$ cat src/rtl/rot_cmd_sequencer_if.sv
// Bundle of the command, result and rotator-control signals around the
// rotate command sequencer. The sequencer takes the slave view; the host
// together with the rotator instance takes the master view.
interface rot_cmd_sequencer_if #(
    parameter int WIDTH = 100,
    parameter int AMT_W = 7
);
    logic             cmd_valid;
    logic             cmd_ready;
    logic             cmd_dir;
    logic [AMT_W-1:0] cmd_amt;
    logic             cmd_load;
    logic [WIDTH-1:0] cmd_data;
    logic             rot_load;
    logic [1:0]       rot_ena;
    logic [WIDTH-1:0] rot_data;
    logic [WIDTH-1:0] rot_q;
    logic             res_valid;
    logic             res_ready;
    logic [WIDTH-1:0] res_data;
    logic             busy;

    modport master (
        output cmd_valid, cmd_dir, cmd_amt, cmd_load, cmd_data, res_ready, rot_q,
        input  cmd_ready, rot_load, rot_ena, rot_data, res_valid, res_data, busy
    );

    modport slave (
        input  cmd_valid, cmd_dir, cmd_amt, cmd_load, cmd_data, res_ready, rot_q,
        output cmd_ready, rot_load, rot_ena, rot_data, res_valid, res_data, busy
    );
endinterface

$ cat src/rtl/rot_cmd_sequencer.sv
// Rotate command sequencer. Accepts a rotate command, optionally loads a new
// word into the external rotator, steps the rotator one bit per cycle in the
// shorter direction, then presents the rotated word until it is taken.
module rot_cmd_sequencer #(
    parameter int WIDTH = 100,
    parameter int AMT_W = 7
) (
    input  logic               clk,
    input  logic               rst,
    rot_cmd_sequencer_if.slave bus
);
    // Largest step count after taking the shorter direction is WIDTH/2.
    localparam int STEP_W = $clog2(WIDTH / 2 + 1);

    typedef enum logic [1:0] {
        IDLE = 2'd0,
        LOAD = 2'd1,
        ROT  = 2'd2,
        DONE = 2'd3
    } state_t;

    state_t              state;
    state_t              state_next;
    logic                dir;
    logic [WIDTH-1:0]    data;
    logic [STEP_W-1:0]   cnt;
    logic                accept;
    logic                norm_dir;
    logic [STEP_W-1:0]   norm_steps;

    // Fold the amount into 0..WIDTH-1, then turn anything past half a turn
    // into the complementary rotation the other way. An exact half turn keeps
    // the commanded direction. Result is {direction, steps}.
    function automatic logic [STEP_W:0] normalize(input logic d,
                                                  input logic [AMT_W-1:0] amt);
        int   a;
        int   s;
        logic od;
        a  = int'(amt);
        if (a >= WIDTH) a = a - WIDTH;
        od = d;
        s  = a;
        if (a > WIDTH / 2) begin
            od = ~d;
            s  = WIDTH - a;
        end
        return {od, STEP_W'(s)};
    endfunction

    // Normalized direction/steps of the command currently offered.
    always_comb begin
        {norm_dir, norm_steps} = normalize(bus.cmd_dir, bus.cmd_amt);
    end

    // State register.
    always_ff @(posedge clk or posedge rst) begin
        if (rst) state <= IDLE;
        else     state <= state_next;
    end

    // Next-state decode and Moore outputs; cmd_valid/res_ready only steer
    // the next state, never an output directly.
    always_comb begin
        state_next    = state;
        accept        = 1'b0;
        bus.cmd_ready = 1'b0;
        bus.rot_load  = 1'b0;
        bus.rot_ena   = 2'b00;
        bus.res_valid = 1'b0;
        bus.busy      = 1'b1;
        case (state)
            IDLE: begin
                bus.cmd_ready = 1'b1;
                bus.busy      = 1'b0;
                if (bus.cmd_valid) begin
                    accept = 1'b1;
                    if (bus.cmd_load)          state_next = LOAD;
                    else if (norm_steps != '0) state_next = ROT;
                    else                       state_next = DONE;
                end
            end
            LOAD: begin
                bus.rot_load = 1'b1;
                state_next   = (cnt != '0) ? ROT : DONE;
            end
            ROT: begin
                bus.rot_ena = dir ? 2'b10 : 2'b01;
                // cnt==0 cannot occur here; treat it as finished for safety.
                if (cnt <= STEP_W'(1)) state_next = DONE;
            end
            DONE: begin
                bus.res_valid = 1'b1;
                if (bus.res_ready) state_next = IDLE;
            end
            default: state_next = IDLE;
        endcase
    end

    // Command latch on accept and step counter countdown while rotating.
    always_ff @(posedge clk or posedge rst) begin
        if (rst) begin
            dir  <= 1'b0;
            data <= '0;
            cnt  <= '0;
        end else if (accept) begin
            dir  <= norm_dir;
            data <= bus.cmd_data;
            cnt  <= norm_steps;
        end else if (state == ROT && cnt != '0) begin
            cnt  <= cnt - STEP_W'(1);
        end
    end

    assign bus.rot_data = data;
    assign bus.res_data = bus.rot_q;
endmodule

$ cat src/flat_wrapper.sv
// flat-port wrapper written by rule: the top's interface ports become plain ports
module rot_cmd_sequencer_flat 
#(
    parameter int WIDTH = 100,
    parameter int AMT_W = 7
)
  (clk, rst, bus_cmd_valid, bus_cmd_dir, bus_cmd_amt, bus_cmd_load, bus_cmd_data, bus_res_ready, bus_rot_q, bus_cmd_ready, bus_rot_load, bus_rot_ena, bus_rot_data, bus_res_valid, bus_res_data, bus_busy);
  rot_cmd_sequencer_if #(.WIDTH(WIDTH), .AMT_W(AMT_W)) bus_i ();
  input  logic clk;
  input  logic rst;
  input wire logic [$bits(bus_i.cmd_valid)-1:0] bus_cmd_valid;
  input wire logic [$bits(bus_i.cmd_dir)-1:0] bus_cmd_dir;
  input wire logic [$bits(bus_i.cmd_amt)-1:0] bus_cmd_amt;
  input wire logic [$bits(bus_i.cmd_load)-1:0] bus_cmd_load;
  input wire logic [$bits(bus_i.cmd_data)-1:0] bus_cmd_data;
  input wire logic [$bits(bus_i.res_ready)-1:0] bus_res_ready;
  input wire logic [$bits(bus_i.rot_q)-1:0] bus_rot_q;
  output wire logic [$bits(bus_i.cmd_ready)-1:0] bus_cmd_ready;
  output wire logic [$bits(bus_i.rot_load)-1:0] bus_rot_load;
  output wire logic [$bits(bus_i.rot_ena)-1:0] bus_rot_ena;
  output wire logic [$bits(bus_i.rot_data)-1:0] bus_rot_data;
  output wire logic [$bits(bus_i.res_valid)-1:0] bus_res_valid;
  output wire logic [$bits(bus_i.res_data)-1:0] bus_res_data;
  output wire logic [$bits(bus_i.busy)-1:0] bus_busy;
  assign bus_i.cmd_valid = bus_cmd_valid;
  assign bus_i.cmd_dir = bus_cmd_dir;
  assign bus_i.cmd_amt = bus_cmd_amt;
  assign bus_i.cmd_load = bus_cmd_load;
  assign bus_i.cmd_data = bus_cmd_data;
  assign bus_i.res_ready = bus_res_ready;
  assign bus_i.rot_q = bus_rot_q;
  assign bus_cmd_ready = bus_i.cmd_ready;
  assign bus_rot_load = bus_i.rot_load;
  assign bus_rot_ena = bus_i.rot_ena;
  assign bus_rot_data = bus_i.rot_data;
  assign bus_res_valid = bus_i.res_valid;
  assign bus_res_data = bus_i.res_data;
  assign bus_busy = bus_i.busy;
  rot_cmd_sequencer #(.WIDTH(WIDTH), .AMT_W(AMT_W)) u_core (.clk(clk), .rst(rst), .bus(bus_i));
endmodule
$ cat config.mk
export PLATFORM = sky130hd
export DESIGN_NAME = rot_cmd_sequencer_flat
export DESIGN_NICKNAME = d
export VERILOG_FILES = /design/src/rtl/rot_cmd_sequencer_if.sv /design/src/rtl/rot_cmd_sequencer.sv /design/src/flat_wrapper.sv
export SDC_FILE = /design/constraint.sdc
export NUM_CORES = 1
export LEC_CHECK = 0
export CORE_AREA = 2 2 163 165
export DETAILED_ROUTE_END_ITERATION = 6
export DIE_AREA = 0 0 165 167
export GPL_ROUTABILITY_DRIVEN = 0
export PLACE_DENSITY = 0.67
export SETUP_SLACK_MARGIN = 0.3
export SLEW_MARGIN = 20
export SYNTH_ARGS = -nofsm -noshare
export SYNTH_HDL_FRONTEND = slang
export SYNTH_SLANG_ARGS = --single-unit
$ cat constraint.sdc
create_clock -name clk -period 4.65 [get_ports clk]
set_clock_uncertainty 0.15 [all_clocks]
set_input_delay 0.93 -clock clk [delete_from_list [all_inputs] [get_ports clk]]
set_output_delay 0.93 -clock clk [all_outputs]
set_load 0.01 [all_outputs]
==> summary.md <==
| Metric | Value |
|---|---|
| H-tree lvl count | `3` |
| Total of fill cells in the finished design | `2,638` |
| Peak VDD IR | `0.370 mV` |
| Final Hold Fails | `0` |
| Hold Crit Start | `u_core.bus.rot_data[4]$_DFFE_PP0P_` |
| RSZ-0062 raised after global routing | `false` |
| Num CTS Buffers | `9` |
| Area fraction of the dominant cell type after synthesis | `0.503` |
| Flops & latches, synth | `109` |
| Num Clock Sinks | `109` |
| Max_slew headroom | `0.523` |
| Postcts setup bufs | `0` |
| Post-synthesis async set-or-reset flop share | `1.00` |
| HP Class | `reg2reg` |
| Top Ports | `419` |
| CTS tree | `done` |
| Drt pass-1 iters | `4` |
| Post-synth EDFFs | `0` |
| WL per Instance | `14.8 µm` |
| Die ar. | `27,600 µm²` |
| Largest net degree at the start of global routing | `61` |
| Net Sw Power | `1.47 mW` |
| Gr ovfl total | `0` |
| Synth warn | `0` |
| Setup_tns | `0 ps` |
| Cell count of the worst reg-to-reg path | `5` |
| Synthesized cell area | `5420 µm²` |
| Sequential cell area | `2730 µm²` |
| Global-route wire length before repair | `19,800 µm` |
| Number of hold buffers added after cts | `0` |
| Worst r2r dst | `u_core.bus.rot_data[94]$_DFFE_PP0P_` |
| Vias in the first global route | `3,617` |
| Crit share post-route | `0.654` |
| Cell row count | `59` |
| Syn Inst Count | `431` |
| Setup CP Type | `in2reg` |
| Syn-to-layout area delta | `39.3%` |
| Placed cells | `874` |
| Synth cell count leaders | `dfrtp_1, mux2_2, buf_4` |
| Initial antenna violation count | `0` |
| Max FO, Critical Path | `6` |
| F_max | `0.329 GHz` |
| Logic pwr share | `0.480` |
| GRT Total Usage | `0.0929` |
| Status | `finished clean` |
| Max cap viols | `0` |
| Worst hold stages | `1` |
| Share of cells above drive strength 1 | `0.245` |
| Flop2flop setup slack | `2200 ps` |
| Mapped Nets | `654` |
| CTS max path bufs | `2` |
| Sw frac | `0.314` |
| Post-DR vias/cell | `3.91` |
| Worst-path clk slew | `80 ps` |
| Multi-input combinational cell area | `1850 µm²` |
| Nets@finish | `773` |
| Hold Path End | `u_core.bus.rot_data[4]$_DFFE_PP0P_` |
| Synth cell types | `47` |
| Synth area leader | `dfrtp_1` |
| Dpl hpwl | `10,100 µm` |
| Via count | `3,473` |
| Most frequent cell after synthesis | `dfrtp_1` |
| Initial core utilization | `0.210` |
| Chip Width | `165 µm` |
| Startpoint Class | `input pin` |
| Clk root buf | `clkbuf_16` |
| Die Y-Extent | `167 µm` |
| DRC Markers | `0` |
| Ant. Diodes | `0` |
| Met2 Wirelength | `6360 µm` |
| Post_cts resized | `0` |
| Worst-skew pair later-pin latency | `350 ps` |
| Port-buffer cells | `218` |
| Syn avg cell area | `12.6 µm²` |
| CP endpoint kind | `flip-flop` |
| Int Power | `3.22 mW` |
| Final Core Density | `0.293` |
| Initial DRC count | `81` |
| Main synth FF type | `dfrtp_1` |
| Critical R2R Launch | `u_core.state[0]$_DFFE_PP0P_` |
| Core area | `25,800 µm²` |
| Critical Path RT | `4740 ps` |
| Count of final max-slew check failures | `0` |
| Antenna Nets Post-Route | `0` |
| Worst Tran Pin Value | `716 ps` |
| Sequential share of power | `0.358` |
| Met3 wire length | `1420 µm` |
| Lkg Pwr | `3.04 nW` |
| Clock share of power | `0.161` |
| Final wirelength | `13,200 µm` |
| Cell Count, Final, Fillers Out | `889` |
| PwrDens | `621 nW/µm²` |
| Final min period | `3040 ps` |
| Endpoints failing setup | `0` |
| Post-synthesis sequential area ratio | `0.503` |
| M1 WL | `4870 µm` |
| Synth area leaders | `dfrtp_1, mux2_2, buf_4` |
| Top sig layer | `met4` |
| Worst path arrival time | `3130 ps` |
-- worst max-delay path, stage by stage --
cell and delay (ps):
clkdlybuf4s50_1 580, inv_1 80, ha_1 250, nor2b_1 170, or3_1 400, a21oi_2 240
nand2_1 100, xnor2_1 120, mux2_2 260
-- sequential cells by signal (all words and copies together) (netlist names) --
name and cells:
u_core.bus.rot_data 100, u_core.cnt 6, u_core.state 2, u_core.dir 1
-- worst max-delay path by stage --
stage,startpoint,to,slack (ps),cells past startpoint
floorplan,rst,u_core.bus.rot_data[0]$_DFFE_PP0P_,700,1
global placement,bus_cmd_amt[3],u_core.cnt[3]$_DFFE_PP0P_,1290,9
detailed placement,bus_cmd_amt[3],u_core.cnt[3]$_DFFE_PP0P_,1270,9
CTS,u_core.state[0]$_DFFE_PP0P_,bus_busy,1640,4
global route,bus_cmd_amt[2],u_core.state[0]$_DFFE_PP0P_,1510,9
finish,bus_cmd_amt[3],u_core.cnt[3]$_DFFE_PP0P_,1610,9
-- metrics by stage --
stage	total power, mW	worst slack [ps]	area (µm²)	hold WS [ps]
finish	4.69	1610	7550	355
global route	5.02	1510	7550	366
CTS	4.80	1640	7550	360
detailed placement	3.99	1270	7270	342
global placement	3.96	1290	7270	335
floorplan	2.83	696	5420	314
-- cell families after synthesis --
group                    after synthesis  share of synthesized area
adder cells (fa/ha/maj)               10                     0.0231
multiplexers                         103                      0.213
AO/OA/AOI/OAI                         34                     0.0468
XOR/XNOR                               8                     0.0129
flip-flops                           109                      0.503
AND/OR/NAND/NOR                       42                     0.0434
buffers and inverters                125                      0.157
-- per-layer routing --
metal	vias to the layer above	track usage
met2	181	0.155
li1	1604	-
met4	0	0.0465
met5	-	0
met1	1644	0.0978
met3	44	0.0426
-- placed cells by master, fill, tap and decap left out, drive strengths merged, types with 2 or more instances in the layout --
master,instances
mux2,101
nor2b,2
nor3,4
nand2b,3
clkinv,3
nor4,2
mux2i,2
or2,2
o211ai,2
o21bai,2
a21oi,7
a21boi,4
o31a,2
dfrtp,109
buf,3
o31ai,2
nand2,16
a211oi,2
ha,10
nand3,2
clkbuf,9
nor2,5
clkdlybuf4s50,218
xnor2,7
inv,14
o21ai,8
-- power by group through the flow --
stage               combinational [mW]  clock [mW]  sequential, mW
floorplan                        0.922           0            1.90
global placement                  2.27           0            1.68
detailed placement                2.29           0            1.70
CTS                               2.30       0.807            1.69
global route                      2.43       0.834            1.75
finish                            2.25       0.757            1.68
-- cell type report --
type,count,share of cell area
inverter,12,0.00629
clock inverter,6,0.00745
clock buffer,9,0.0298
multi-input combinational,197,0.245
sequential,109,0.361
tap,335,0.0555
timing repair buffer,221,0.295
Power figures use the tool's default switching activity.
==> variant 1 (same flow settings) <==
Make the reset (`rst`) synchronous in 2 clocked blocks.
--- a/src/rtl/rot_cmd_sequencer.sv
+++ b/src/rtl/rot_cmd_sequencer.sv
@@ -53,7 +53,7 @@
     end
 
     // State register.
-    always_ff @(posedge clk or posedge rst) begin
+    always_ff @(posedge clk) begin
         if (rst) state <= IDLE;
         else     state <= state_next;
     end
@@ -97,7 +97,7 @@
     end
 
     // Command latch on accept and step counter countdown while rotating.
-    always_ff @(posedge clk or posedge rst) begin
+    always_ff @(posedge clk) begin
         if (rst) begin
             dir  <= 1'b0;
             data <= '0;
Check against the original RTL: differs if rst is asserted again (counterexample within 4 cycles, from zero or initial values and one cycle with rst high); with rst held inactive, the same outputs for 4 cycles.
==> variant 1 against the unedited design <==
Sequential cell count is the same. Sequential power shrank 29%. Cell area decreased by 3.7%. Synthesized area shrank 2.5%. Worst setup slack worse by 0.26 ns. First-iteration DRC count rose to 2.5 times the old value. Wire length is 12% higher. Power is 32% lower. Fmax is 7.9% lower. Largest cell class is now buffers. Highest routed layer unchanged.
==> variant 1: results (changes against the unedited design) <==
| Result | This run | vs unedited |
|:---|:---|:---|
| Outcome | finished clean |  |
| Initial detailed-routing violation count | 204 | +150% |
| R2R Path End | u_core.bus.rot_data[63] |  |
| Total GRT Usage | 10.2% | +0.96 points |
| Register-to-Register Path Depth | 6 | +1 |
| Peak supply drop | 0.232 mV | -37% |
| Maximum number of pins on one net before global-route repair | 86 | +41% |
| Number of global-route vias before repair | 4465 | +23% |
| Number of signal-net inverters in the final layout | 14 | +2 |
| Final-layout non-clock buffer area share | 30.4% | +0.87 points |
| Adder-cell area share of the yosys netlist | 2.37% | +0.059 points |
| Multiplexer share of the synthesized area | 0.189% | -21 points |
| Multi-input comb cells | 416 | +110% |
| Leakage dissipation | 2.63 nW | -13% |
| Most used DFF post-synth | sky130_fd_sc_hd__dfxtp_1 |  |
| RR Startpoint | u_core.state[0] |  |
| Placed instance count | 1096 | +25% |
| Final layout net count | 995 | +29% |
| Final Hold Slack | 0.304 ns | -0.0511 ns |
| Hold path startpoint | u_core.bus.rot_data[6] |  |
| Post-synthesis cell type count | 56 | +19% |
| Via-to-Cell Ratio | 4.16 | +6.4% |
| Max FO, Critical Path | 8 | +2 |
| Hold Path End | u_core.bus.rot_data[6] |  |
| Max-slew headroom | 33.8% | -18 points |
| Fraction of registers with async set/reset | 0% | -100 points |
| Mean cell area of the mapped netlist | 7.81 sq um | -38% |
| Total half-perimeter wirelength after legalization and detailed placement | 10100 um | +0.20% |
| WP data arrival | 3.42 ns | +0.29 ns |
| Final-layout clock-cell area share | 3.97% | +0.25 points |
| Place WS | 0.991 ns | -0.280 ns |
| Top cell types by occurrence after synthesis | sky130_fd_sc_hd__nand2_1, sky130_fd_sc_hd__dfxtp_1, sky130_fd_sc_hd__a21oi_1 |  |
| Top delay family on crit path | compound AO/OA/AOI/OAI gates |  |
| Final routed wirelength across all metal layers | 14800 um | +12% |
| Fraction of area in registers | 30.0% | -6.1 points |
| Instance area after placement | 6980 sq um | -4.0% |
| Synth area leaders | sky130_fd_sc_hd__dfxtp_1, sky130_fd_sc_hd__nand2_1, sky130_fd_sc_hd__buf_4 |  |
==> variant 1: changes by cell type in the layout (fill, tap and decap cells not counted), moves of 4 or more <==
cell                       unedited run  this run
sky130_fd_sc_hd__mux2_2             101         0
sky130_fd_sc_hd__dfxtp_1              0       109
sky130_fd_sc_hd__dfrtp_1            109         0
sky130_fd_sc_hd__o21ai_1              1         6
sky130_fd_sc_hd__a21oi_1              5       106
sky130_fd_sc_hd__a211oi_1             1         6
sky130_fd_sc_hd__inv_1               10        14
sky130_fd_sc_hd__nor2_1               4        10
sky130_fd_sc_hd__nand2_1             15       204
sky130_fd_sc_hd__buf_4                1         5
==> variant 1: per-layer routing <==
| layer | part of all wire [%] | wire length, um | global-route usage [%] |
|---|---|---|---|
| met1 | 40 | 5970 | 10.9 |
| met2 | 46 | 6820 | 17.5 |
| met3 | 10 | 1540 | 4.33 |
| met4 | 3.1 | 454 | 4.61 |
| met5 | 0 | 0 | 0 |
==> variant 1: worst max path at each step <==
stage                   startpoint       endpoint  slack (ns)
finish              bus_cmd_amt[2]  u_core.cnt[1]        1.34
global route        bus_cmd_amt[2]  u_core.cnt[1]        1.22
CTS                 bus_cmd_amt[2]  u_core.cnt[1]        1.39
detailed placement  bus_cmd_amt[2]  u_core.cnt[1]        0.99
global placement    bus_cmd_amt[2]  u_core.cnt[1]        1.06
floorplan           bus_cmd_amt[3]  u_core.cnt[1]        1.73
==> variant 1: power groups by stage <==
stage                     clock (W)  sequential (W)  combinational [W]
after floorplan                   0         0.00128           0.000706
after global placement            0         0.00122            0.00125
after detailed placement          0         0.00123            0.00126
after CTS                  0.000821         0.00120            0.00127
after global routing       0.000851         0.00122            0.00138
final                      0.000768         0.00120            0.00124
==> variant 2 (same settings) <==
Without the edit above. `AMT_W` is set to 7 in 3 places; all go to 9.
--- a/src/rtl/rot_cmd_sequencer_if.sv
+++ b/src/rtl/rot_cmd_sequencer_if.sv
@@ -3,7 +3,7 @@
 // together with the rotator instance takes the master view.
 interface rot_cmd_sequencer_if #(
     parameter int WIDTH = 100,
-    parameter int AMT_W = 7
+    parameter int AMT_W = 9
 );
     logic             cmd_valid;
     logic             cmd_ready;
--- a/src/rtl/rot_cmd_sequencer.sv
+++ b/src/rtl/rot_cmd_sequencer.sv
@@ -3,7 +3,7 @@
 // shorter direction, then presents the rotated word until it is taken.
 module rot_cmd_sequencer #(
     parameter int WIDTH = 100,
-    parameter int AMT_W = 7
+    parameter int AMT_W = 9
 ) (
     input  logic               clk,
     input  logic               rst,
--- a/src/flat_wrapper.sv
+++ b/src/flat_wrapper.sv
@@ -2,7 +2,7 @@
 module rot_cmd_sequencer_flat 
 #(
     parameter int WIDTH = 100,
-    parameter int AMT_W = 7
+    parameter int AMT_W = 9
 )
   (clk, rst, bus_cmd_valid, bus_cmd_dir, bus_cmd_amt, bus_cmd_load, bus_cmd_data, bus_res_ready, bus_rot_q, bus_cmd_ready, bus_rot_load, bus_rot_ena, bus_rot_data, bus_res_valid, bus_res_data, bus_busy);
   rot_cmd_sequencer_if #(.WIDTH(WIDTH), .AMT_W(AMT_W)) bus_i ();
Ports: changed (resized bus_cmd_amt); port bits go from 419 to 421. No check against the original RTL was run, so the function may have changed too.
==> variant 2 against the unedited design <==
Cell area grew 1.1%. Synthesized area grew 1.7%. Worst setup slack lost 0.57 ns. Cell count grew 1.2%. Sequential cell count is the same. Global-route usage is essentially flat. Critical endpoint is now u_core.state[0]. Power shrank 0.30%. Fmax shrank 16%. Critical path type unchanged. Core utilization grew 0.33 points. Wire length shrank 2.6%.
==> variant 2: results (changes against the unedited design) <==
| Result | This run | vs unedited |
|:---|:---|:---|
| Max FO, Critical Path | 7 | +1 |
| Outcome | finished clean |  |
| Peak supply drop | 0.262 mV | -29% |
| Number of buffer cells added on primary ports | 220 | +0.92% |
| Fraction of layout instances using a drive strength above 1 | 22.7% | -1.9 points |
| Placed instance count | 885 | +1.3% |
| Met1 Usage GRT | 10.4% | +0.58 points |
| Instance area after placement | 7360 sq um | +1.2% |
| Register area share after synthesis | 49.5% | -0.86 points |
| Count of non-filler cells in the finished layout | 900 | +1.2% |
| Final routed wirelength across all metal layers | 12800 um | -2.6% |
| Number of global-route vias before repair | 3692 | +2.1% |
| Max incr delay on CP | 0.55 ns | -0.03 ns |
| Vias | 3581 | +3.1% |
| Net count of the mapped netlist | 665 | +1.7% |
| Synth area leaders | sky130_fd_sc_hd__dfrtp_1, sky130_fd_sc_hd__mux2_2, sky130_fd_sc_hd__buf_4 |  |
| WP data arrival | 3.73 ns | +0.60 ns |
| Wire length of the first global-routing pass | 19800 um | about the same |
| Top cell types by occurrence after synthesis | sky130_fd_sc_hd__dfrtp_1, sky130_fd_sc_hd__buf_4, sky130_fd_sc_hd__mux2_2 |  |
| Layout fillers | 2579 | -2.2% |
| Final layout net count | 785 | +1.6% |
| Initial detailed-routing violation count | 94 | +16% |
| Total GRT Usage | 9.25% | -0.040 points |
| Met2 capacity usage during global routing | 15.2% | -0.33 points |
| Total half-perimeter wirelength after legalization and detailed placement | 9460 um | -6.0% |
| Global Route met3 Usage | 3.39% | -0.87 points |
variant 2: cells by family after synthesis:
group	after synthesis	share of synthesized area, %
adders and majority gates	9	2.04
buffers and inverters	128	15.8
DFF	109	49.5
xor gates and xnor gates	9	1.43
muxes	103	21.0
and+or+nand+nor	50	5.22
AOI/OAI and AO/OA	33	5.08
variant 2: layer usage:
metal  up-vias  wire length [um]
li1       1653                 -
met1      1721              5080
met2       170              6180
met3        37              1070
met4         0               488
met5         -                 0
variant 2: path summary, 6_finish.rpt:
kind,from,endpoint,slack [ns],depth (start not counted)
worst min register to register,u_core.bus.rot_data[44],u_core.bus.rot_data[44],0.36,1
worst max register to register,u_core.cnt[3],u_core.state[0],2.30,6
min in group asynchronous,rst,u_core.bus.rot_data[45],0.90,3
worst min-delay path,u_core.bus.rot_data[44],u_core.bus.rot_data[44],0.36,1
max in group asynchronous,rst,u_core.cnt[5],2.97,3
worst max-delay path,bus_cmd_amt[2],u_core.state[0],1.04,9
variant 2: cell type report:
type,count,area [sq um],share of cell area [%]
multi-input cells,204,1920,25.1
inverters,14,55.1,0.721
clock inverters,6,57.6,0.753
clock buffers,9,225,2.95
well taps,335,419,5.49
repair buffers,223,2240,29.3
flip-flops and latches,109,2730,35.7
variant 2: through the flow:
stage,power (W),util [%]
after CTS,0.00478,29.7
after global placement,0.00395,28.6
after global routing,0.00501,29.7
after floorplan,0.00281,-
final,0.00468,29.7
after detailed placement,0.00398,28.6
variant 2: power breakdown:
part / switching (W) / leakage (nW) / internal, W
Sequential: 0.000267 / 1.28 / 0.00143
Combinational: 0.000834 / 1.59 / 0.00139
Clock: 0.000388 / 0.137 / 0.000372
